`src/rtl/mc_controller.sv`:
```
// mc_controller: control unit for the multicycle processor datapath.
//
// A Moore FSM steps each instruction through fetch, decode, execute, memory
// and writeback. It drives every datapath select and write strobe. An ALU
// decoder turns the FSM's aluop plus the instruction funct field into the ALU
// operation. A memory-ready handshake stretches the FETCH, MEMRD and MEMWR
// cycles. A retired-instruction counter supports bench checking.
//
// Ports:
//   clk          in   system clock, rising edge
//   reset        in   asynchronous active-low reset (0 = in reset)
//   op[5:0]      in   opcode, IR[31:26]
//   funct[5:0]   in   function field, IR[5:0]
//   zero         in   ALU zero flag
//   memready     in   memory completes the current access this cycle
//   pcen         out  PC register enable
//   memwrite     out  data memory write strobe
//   irwrite      out  instruction register load
//   regwrite     out  register file write
//   iord         out  memory address source (0 = PC, 1 = ALUOut)
//   memtoreg     out  register write data source (0 = ALUOut, 1 = MDR)
//   regdst       out  destination register (0 = rt, 1 = rd)
//   alusrca      out  ALU A input (0 = PC, 1 = register A)
//   alusrcb[1:0] out  ALU B input (B, 4, imm, imm << 2)
//   pcsrc[1:0]   out  next-PC source (ALU result, ALUOut, jump target)
//   alucontrol   out  ALU operation
//   illegal      out  one-cycle pulse in DECODE for an unsupported opcode
//   instret      out  count of retired instructions (wraps)
module mc_controller (
    input  logic        clk,
    input  logic        reset,
    input  logic [5:0]  op,
    input  logic [5:0]  funct,
    input  logic        zero,
    input  logic        memready,
    output logic        pcen,
    output logic        memwrite,
    output logic        irwrite,
    output logic        regwrite,
    output logic        iord,
    output logic        memtoreg,
    output logic        regdst,
    output logic        alusrca,
    output logic [1:0]  alusrcb,
    output logic [1:0]  pcsrc,
    output logic [2:0]  alucontrol,
    output logic        illegal,
    output logic [31:0] instret
);

    localparam logic [5:0] OpLw    = 6'b100011;
    localparam logic [5:0] OpSw    = 6'b101011;
    localparam logic [5:0] OpRtype = 6'b000000;
    localparam logic [5:0] OpBeq   = 6'b000100;
    localparam logic [5:0] OpAddi  = 6'b001000;
    localparam logic [5:0] OpJ     = 6'b000010;

    typedef enum logic [3:0] {
        StFetch   = 4'd0,
        StDecode  = 4'd1,
        StMemAdr  = 4'd2,
        StMemRd   = 4'd3,
        StMemWb   = 4'd4,
        StMemWr   = 4'd5,
        StRtypeEx = 4'd6,
        StRtypeWb = 4'd7,
        StBeqEx   = 4'd8,
        StAddiEx  = 4'd9,
        StAddiWb  = 4'd10,
        StJEx     = 4'd11
    } state_e;

    state_e      state_q, state_d;
    logic [31:0] instret_q, instret_d;

    // State-only selects are registered from the next state so they come
    // straight off flops; their reset values are the FETCH values.
    logic       iord_q, iord_d;
    logic       memtoreg_q, memtoreg_d;
    logic       regdst_q, regdst_d;
    logic       alusrca_q, alusrca_d;
    logic [1:0] alusrcb_q, alusrcb_d;
    logic [1:0] pcsrc_q, pcsrc_d;
    logic [1:0] aluop_q, aluop_d;

    logic op_legal;
    logic pcwrite;
    logic branch;
    logic retire;

    always_comb begin
        op_legal = 1'b0;
        unique case (op)
            OpLw, OpSw, OpRtype, OpBeq, OpAddi, OpJ: op_legal = 1'b1;
            default:                                 op_legal = 1'b0;
        endcase
    end

    // Next-state logic.
    always_comb begin
        state_d = state_q;
        unique case (state_q)
            StFetch: begin
                if (memready) begin
                    state_d = StDecode;
                end
            end
            StDecode: begin
                unique case (op)
                    OpLw, OpSw: state_d = StMemAdr;
                    OpRtype:    state_d = StRtypeEx;
                    OpBeq:      state_d = StBeqEx;
                    OpAddi:     state_d = StAddiEx;
                    OpJ:        state_d = StJEx;
                    default:    state_d = StFetch;
                endcase
            end
            StMemAdr:  state_d = (op == OpSw) ? StMemWr : StMemRd;
            StMemRd:   state_d = memready ? StMemWb : StMemRd;
            StMemWb:   state_d = StFetch;
            StMemWr:   state_d = memready ? StFetch : StMemWr;
            StRtypeEx: state_d = StRtypeWb;
            StRtypeWb: state_d = StFetch;
            StBeqEx:   state_d = StFetch;
            StAddiEx:  state_d = StAddiWb;
            StAddiWb:  state_d = StFetch;
            StJEx:     state_d = StFetch;
            default:   state_d = StFetch;
        endcase
    end

    // Select values for the state being entered.
    always_comb begin
        iord_d     = 1'b0;
        memtoreg_d = 1'b0;
        regdst_d   = 1'b0;
        alusrca_d  = 1'b0;
        alusrcb_d  = 2'b00;
        pcsrc_d    = 2'b00;
        aluop_d    = 2'b00;
        unique case (state_d)
            StFetch:   alusrcb_d = 2'b01;
            StDecode:  alusrcb_d = 2'b11;
            StMemAdr: begin
                alusrca_d = 1'b1;
                alusrcb_d = 2'b10;
            end
            StMemRd:   iord_d = 1'b1;
            StMemWb:   memtoreg_d = 1'b1;
            StMemWr:   iord_d = 1'b1;
            StRtypeEx: begin
                alusrca_d = 1'b1;
                aluop_d   = 2'b10;
            end
            StRtypeWb: regdst_d = 1'b1;
            StBeqEx: begin
                alusrca_d = 1'b1;
                aluop_d   = 2'b01;
                pcsrc_d   = 2'b01;
            end
            StAddiEx: begin
                alusrca_d = 1'b1;
                alusrcb_d = 2'b10;
            end
            StAddiWb:  begin
            end
            StJEx:     pcsrc_d = 2'b10;
            default:   alusrcb_d = 2'b01;
        endcase
    end

    // An instruction retires on the edge that returns to FETCH, except the
    // illegal-opcode path out of DECODE.
    always_comb begin
        retire = 1'b0;
        unique case (state_q)
            StMemWb, StRtypeWb, StBeqEx, StAddiWb, StJEx: retire = 1'b1;
            StMemWr:                                      retire = memready;
            default:                                      retire = 1'b0;
        endcase
        instret_d = retire ? instret_q + 32'd1 : instret_q;
    end

    always_ff @(posedge clk or negedge reset) begin
        if (!reset) begin
            state_q    <= StFetch;
            instret_q  <= 32'd0;
            iord_q     <= 1'b0;
            memtoreg_q <= 1'b0;
            regdst_q   <= 1'b0;
            alusrca_q  <= 1'b0;
            alusrcb_q  <= 2'b01;
            pcsrc_q    <= 2'b00;
            aluop_q    <= 2'b00;
        end else begin
            state_q    <= state_d;
            instret_q  <= instret_d;
            iord_q     <= iord_d;
            memtoreg_q <= memtoreg_d;
            regdst_q   <= regdst_d;
            alusrca_q  <= alusrca_d;
            alusrcb_q  <= alusrcb_d;
            pcsrc_q    <= pcsrc_d;
            aluop_q    <= aluop_d;
        end
    end

    // Strobes are decoded from the current state and gated by reset so none
    // can fire while reset is low, even before the next clock edge.
    always_comb begin
        pcwrite  = ((state_q == StFetch) && memready) || (state_q == StJEx);
        branch   = (state_q == StBeqEx);
        irwrite  = reset && (state_q == StFetch) && memready;
        memwrite = reset && (state_q == StMemWr) && memready;
        regwrite = reset && ((state_q == StMemWb) || (state_q == StRtypeWb) ||
                             (state_q == StAddiWb));
        pcen     = reset && (pcwrite || (branch && zero));
        illegal  = reset && (state_q == StDecode) && !op_legal;
    end

    // ALU decoder.
    always_comb begin
        alucontrol = 3'b010;
        unique case (aluop_q)
            2'b00: alucontrol = 3'b010;
            2'b01: alucontrol = 3'b110;
            2'b10: begin
                unique case (funct)
                    6'b100000: alucontrol = 3'b010;
                    6'b100010: alucontrol = 3'b110;
                    6'b100100: alucontrol = 3'b000;
                    6'b100101: alucontrol = 3'b001;
                    6'b101010: alucontrol = 3'b111;
                    default:   alucontrol = 3'b010;
                endcase
            end
            default: alucontrol = 3'b010;
        endcase
    end

    assign iord     = iord_q;
    assign memtoreg = memtoreg_q;
    assign regdst   = regdst_q;
    assign alusrca  = alusrca_q;
    assign alusrcb  = alusrcb_q;
    assign pcsrc    = pcsrc_q;
    assign instret  = instret_q;

endmodule

```
`config.mk`:
```
export PLATFORM = sky130hd
export DESIGN_NAME = mc_controller
export DESIGN_NICKNAME = d
export VERILOG_FILES = /design/src/rtl/mc_controller.sv
export SDC_FILE = /design/constraint.sdc
export NUM_CORES = 1
export LEC_CHECK = 0
export CAP_MARGIN = 30
export CORE_MARGIN = 3
export CORE_UTILIZATION = 29
export CTS_CLUSTER_DIAMETER = 150
export CTS_CLUSTER_SIZE = 16
export DETAILED_ROUTE_END_ITERATION = 8
export PLACE_DENSITY_LB_ADDON = 0.15
export RECOVER_POWER = 50
export SLEW_MARGIN = 20
export SYNTH_ARGS = -nofsm -noshare
export SYNTH_HDL_FRONTEND = slang
export SYNTH_SLANG_ARGS = --single-unit
```
`constraint.sdc`:
```
create_clock -name clk -period 4.8 [get_ports clk]
set_input_delay 0.48 -clock clk [delete_from_list [all_inputs] [get_ports clk]]
set_output_delay 0.48 -clock clk [all_outputs]
set_load 0.1 [all_outputs]
```
* Word level (Yosys, flattened, before mapping)
Cells that the tools add are included.
** Word-level totals
- Flip-flop bits (word level) :: 46
- Input bits :: 16
- Output and inout port bits :: 48
- Logic and storage cells :: 84
** Cells by class
- Add/sub/neg operators :: 1
- Mux-type cells :: 17
- Reductions and logical operators :: 24
- Eq/ne operators :: 33
** Operator list (count)
- 6-bit == test, second input constant :: 6
- 32-bit by 1-bit adder with 32-bit output, second input constant :: 1
- 4-bit by 3-bit == test with 1-bit output, second input constant :: 8
- 4-bit == test, second input constant :: 8
- 4-bit one-hot mux with 7 select lines :: 1
- 4-bit one-hot mux with 5 select lines :: 1
- 4-bit by 2-bit == test with 1-bit output, second input constant :: 4
- 3-bit one-hot mux with 4 select lines :: 1
- 1-bit logical AND :: 10
- 3-bit two-way mux :: 3
- 4-bit by 1-bit == test with 1-bit output, second input constant :: 2
- 2-bit one-hot mux with 2 select lines :: 2
- 8-bit OR reduction :: 1
- 6-bit by 2-bit == test with 1-bit output, second input constant :: 1
- 6-bit by 3-bit == test with 1-bit output, second input constant :: 1
- 6-bit by 4-bit == test with 1-bit output, second input constant :: 1
- 6-bit logical NOT :: 1
- 2-bit one-hot mux with 3 select lines :: 1
- 3-bit one-hot mux with 2 select lines :: 1
- 2-bit OR reduction :: 3
- 6-bit OR reduction :: 1
- 1-bit two-way mux :: 5
- 5-bit OR reduction :: 1
- 4-bit logical NOT :: 1
- 7 further kinds :: 10

* Longest topological paths before layout
- Depth in word-level cells :: 7
- Mapped depth :: 7
- Gate-level depth less buffers :: 5

* Worst setup path before layout
OpenSTA, ideal clock, no wires.
- Kind :: input-to-output
- Start :: input port op[3]
- End :: output port illegal
- Required time :: 4.320 ns
- Path buffers :: 1
- Arrival :: 4.004 ns
- Stages on the path :: 4
- Setup slack :: 0.316 ns
- Cells stage by stage :: clkbuf_1 xor2_1 o211a_1 nor4_1
** Between the ends
- Longest elaborated chain between the ends :: 5
- Elaborated cells on any way between the ends :: 10
- Classes of those cells :: eq/ne (5); mux (1); reduce/logical (4)
** Ends and longest elaborated chain
- from (decl) :: RTL line 32 : input logic [5:0] op,
- 6-bit == test, or another cell as far along :: RTL line 93 : unique case (op)
- 6-bit OR reduction * :: RTL line 93
- 1-bit two-way mux * :: RTL line 93
- 1-bit logical NOT * :: RTL line 218 : illegal = reset && (state_q == StDecode) && !op_legal;
- 1-bit logical AND * :: RTL line 218
- to (decl) :: RTL line 47 : output logic illegal,
Mark *: on every way between the ends. The rest lies on a longest branch, timed or not.

* Worst setup path in the final report
Ends and elaborated chain as after synthesis.

==> summary.txt <==
Finish
  • Area of the multi-input gates: between 0.001 and 0.0015 sq mm
  • Filler cells: slightly below 800
  • Layout cell share with drive strength beyond 1: around 6%
  • Area grow syn2layout: 34.4%
  • Register area: ~0.0011 sq mm
  • Antenna cells: 0
  • Nets: 308
  • Final core occ: 40.6%

Floorplan
  • I/O Pins: 64
  • CORE AREA: 0.00781 sq mm
  • Initial Util: 30.2%
  • DIE WIDTH: 96.2 um
  • Die Span Y: about 96 um
  • Die area: between 0.009 and 0.01 sq mm
  • Row count: 32

STA
  • Final Max Slew Viols: 39
  • RSZ-0062 raised after global routing: no
  • Tmin final: between 3 and 4 ns
  • Setup TNS: 0 ns
  • Final setup viols: 0
  • Worst-margin pin slew: between 2 and 2.5 ns
  • Final Skew: 0.0128 ns
  • Fin. Hold Viols: 0
  • Final worst-path setup slack: roughly 1.2 ns
  • Final period util: about three quarters
  • Max_slew headroom: -38.8%
  • FMAX: approximately 280 MHz

Placement
  • Pre-CTS setup slack: ~1.3 ns
  • Post-DP HPWL: around 3.9 mm
  • GP Congestion: between 0.8 and 0.9
  • Port bufs: 63

Pwr
  • Seq pwr share: a little under two fifths
  • P_int: just under 700 uW
  • Pwr dens: around 410 mW/mm^2
  • Sw power: 621 uW
  • Leakage: around 0.0012 uW
  • Switching fraction of total power: around 47%
  • Clk network pwr share: between 15 and 20%
  • VDD IR max: 0.000390 V
  • Power share of the combinational group: 44.0%

CTS
  • Num Clock Sinks: 45
  • Resize count post-CTS: 0
  • CTS HTree Levels: 2
  • Clk root buf: clkbuf_8
  • CTS tree: built
  • CTS clk-pin slew, worst paths: around 0.090 ns
  • Hold-fix buffer count after cts: 0
  • TritonCTS Buffers: 5
  • Max Root-Sink Buffers: 2
  • Post-CTS setup buffers: 0
  • Clock Latency Late Sink: 0.30 ns

Critical path
  • Worst R2R End: instret[30]
  • Critical path startpoint category: input pin
  • R2r startpoint: state_q[2]
  • Flop2flop setup slack: between 2 and 2.5 ns
  • R2R depth: 6
  • Worst setup EP type: primary output
  • Critical path class: input pin to primary output
  • Crit Path Max Fanout: 7
  • Crit path DAT: roughly 3.1 ns
  • Critical path required time: around 4.3 ns

Min path
  • Min-delay worst type: input pin to async pin

Yosys
  • Top cell type's share of synthesized area: a little under half
  • Post-synth EDFFs: 0
  • Seq cells post-synth: 45
  • Warning count from the yosys run: 0
  • Yosys top cell by area: dfrtp_1
  • Post-synthesis average cell area: just over 10 sq um
  • Prevailing post-synth register cell: dfrtp_1
  • Synthesized area: around 0.0024 sq mm
  • Gate Count Post-Synth: between 200 and 250
  • Library cells used by synthesis: 48
  • Count leader, synth: dfrtp_1
  • Synth area leaders: dfrtp_1 47%, xnor2_1 10%, nand3_1 3.4%, and3_1 2.4%, nand2_1 2.4%
  • Post-synth top cells: 44 x dfrtp_1, 28 x xnor2_1, 16 x nand3_1
  • Fraction of registers with async set or reset after synthesis: between 90% and 100%
  • Seq/Total Area, Yosys: ~48%
  • Syn_nets: approximately 250

Global routing
  • First-pass GRT wire length: slightly below 9 mm
  • Global routing usage on met3: between 2 and 3%
  • GR peak layer: met2
  • Met2 GRT Util: between 15 and 20%
  • Met1 usage: ~17%
  • Global route overflow: 0
  • Number of global-route vias before repair: ~1.8k
  • Largest net degree at the start of global routing: 39
  • Global Route Usage Sum: about an eighth
  • Initial antenna violation count: 0

Outcome
  • Failing checks: capacitance limit, slew limit
  • Status: complete, but fails checks

Flow run
  • Maxcap violations: 1

Detailed routing
  • Post-route ant nets: 0
  • Routed WL: about 5.4 mm
  • Vias/cell: roughly 4.8
  • Drt initial violations: ~110
  • WL/cell: between 10 and 15 um
  • DRC viols: 0
  • DR pass1 iterations: 4
  • Via count: around 1.9k
==> per-stage QoR <==
stage	instances	total power, uW	cell area [sq um]	hold WS [ns]
floorplan	228	945	2360	0.184
global placement	383	1080	3080	0.365
detailed placement	384	1090	3090	0.376
CTS	392	1340	3180	0.0464
global route	392	1380	3170	0.210
finish	392	1310	3170	0.167
==> final cells by class <==
class,count,share of cell area (%)
Multi-Input combinational cell,168,37.0
Sequential cell,45,35.6
Timing Repair Buffer,65,20.0
Tap cell,102,4.03
Clock buffer,5,2.17
Clock inverter,3,0.790
Inverter,4,0.474
==> placed cells by master, fill, tap and decap left out, types with 6 or more instances in the layout <==
cell type,instances
a21oi_1,6
and3_1,9
and4_1,6
clkdlybuf4s50_1,53
dfrtp_1,44
dlygate4sd3_1,9
nand2_1,15
nand3_1,16
nand4_1,8
nor2b_1,7
nor3_1,8
xnor2_1,28
==> critical path, stage by stage <==
cell             delay, ns
dlygate4sd3_1         0.66
xor2_1                0.18
o211a_1               0.29
nor4_1                0.30
clkdlybuf4s50_1       1.18
==> power groups by stage <==
stage / logic (uW) / clock network [uW] / registers [uW]
2_1_floorplan: 258 / 0 / 686
3_3_place_gp: 586 / 0 / 498
6_report: 576 / 242 / 491
4_1_cts: 589 / 257 / 493
3_5_place_dp: 587 / 0 / 499
5_1_grt: 605 / 272 / 504
==> state kept, by name (all words and copies together), names as in the netlist <==
name and cells:
memtoreg 1, state_q 4, regdst 1, instret 32, alusrcb 2, pcsrc 1
aluop_q 2, alusrca 1, iord 1
==> worst max path at each step <==
stage,from,end,slack [ns],cells past startpoint
after floorplan,op[3],illegal,0.32,4
after global placement,op[3],illegal,1.36,5
after detailed placement,op[3],illegal,1.31,5
after CTS,op[3],illegal,1.31,5
after global routing,op[3],illegal,1.11,5
final,op[3],illegal,1.23,5
==> logic make-up (layout without fill, tap and decap cells) <==
family,count (synthesis),in the layout,synth area share [%]
compound gates,27,27,8.01
fa+ha+maj,3,3,1.59
mux,1,1,0.478
xor+xnor,33,33,12.3
simple gates,104,104,26.9
flops,45,45,47.8
buf+inv,15,77,2.97
==> metal layers <==
metal | up-vias | part of all wire [%] | wire length (um)
li1 | 944 | - | -
met1 | 900 | 49 | 2680
met2 | 46 | 44 | 2410
met3 | 4 | 5.6 | 302
met4 | 0 | 0.92 | 50
met5 | - | 0 | 0
No activity file was read; power rests on OpenSTA's default activity.
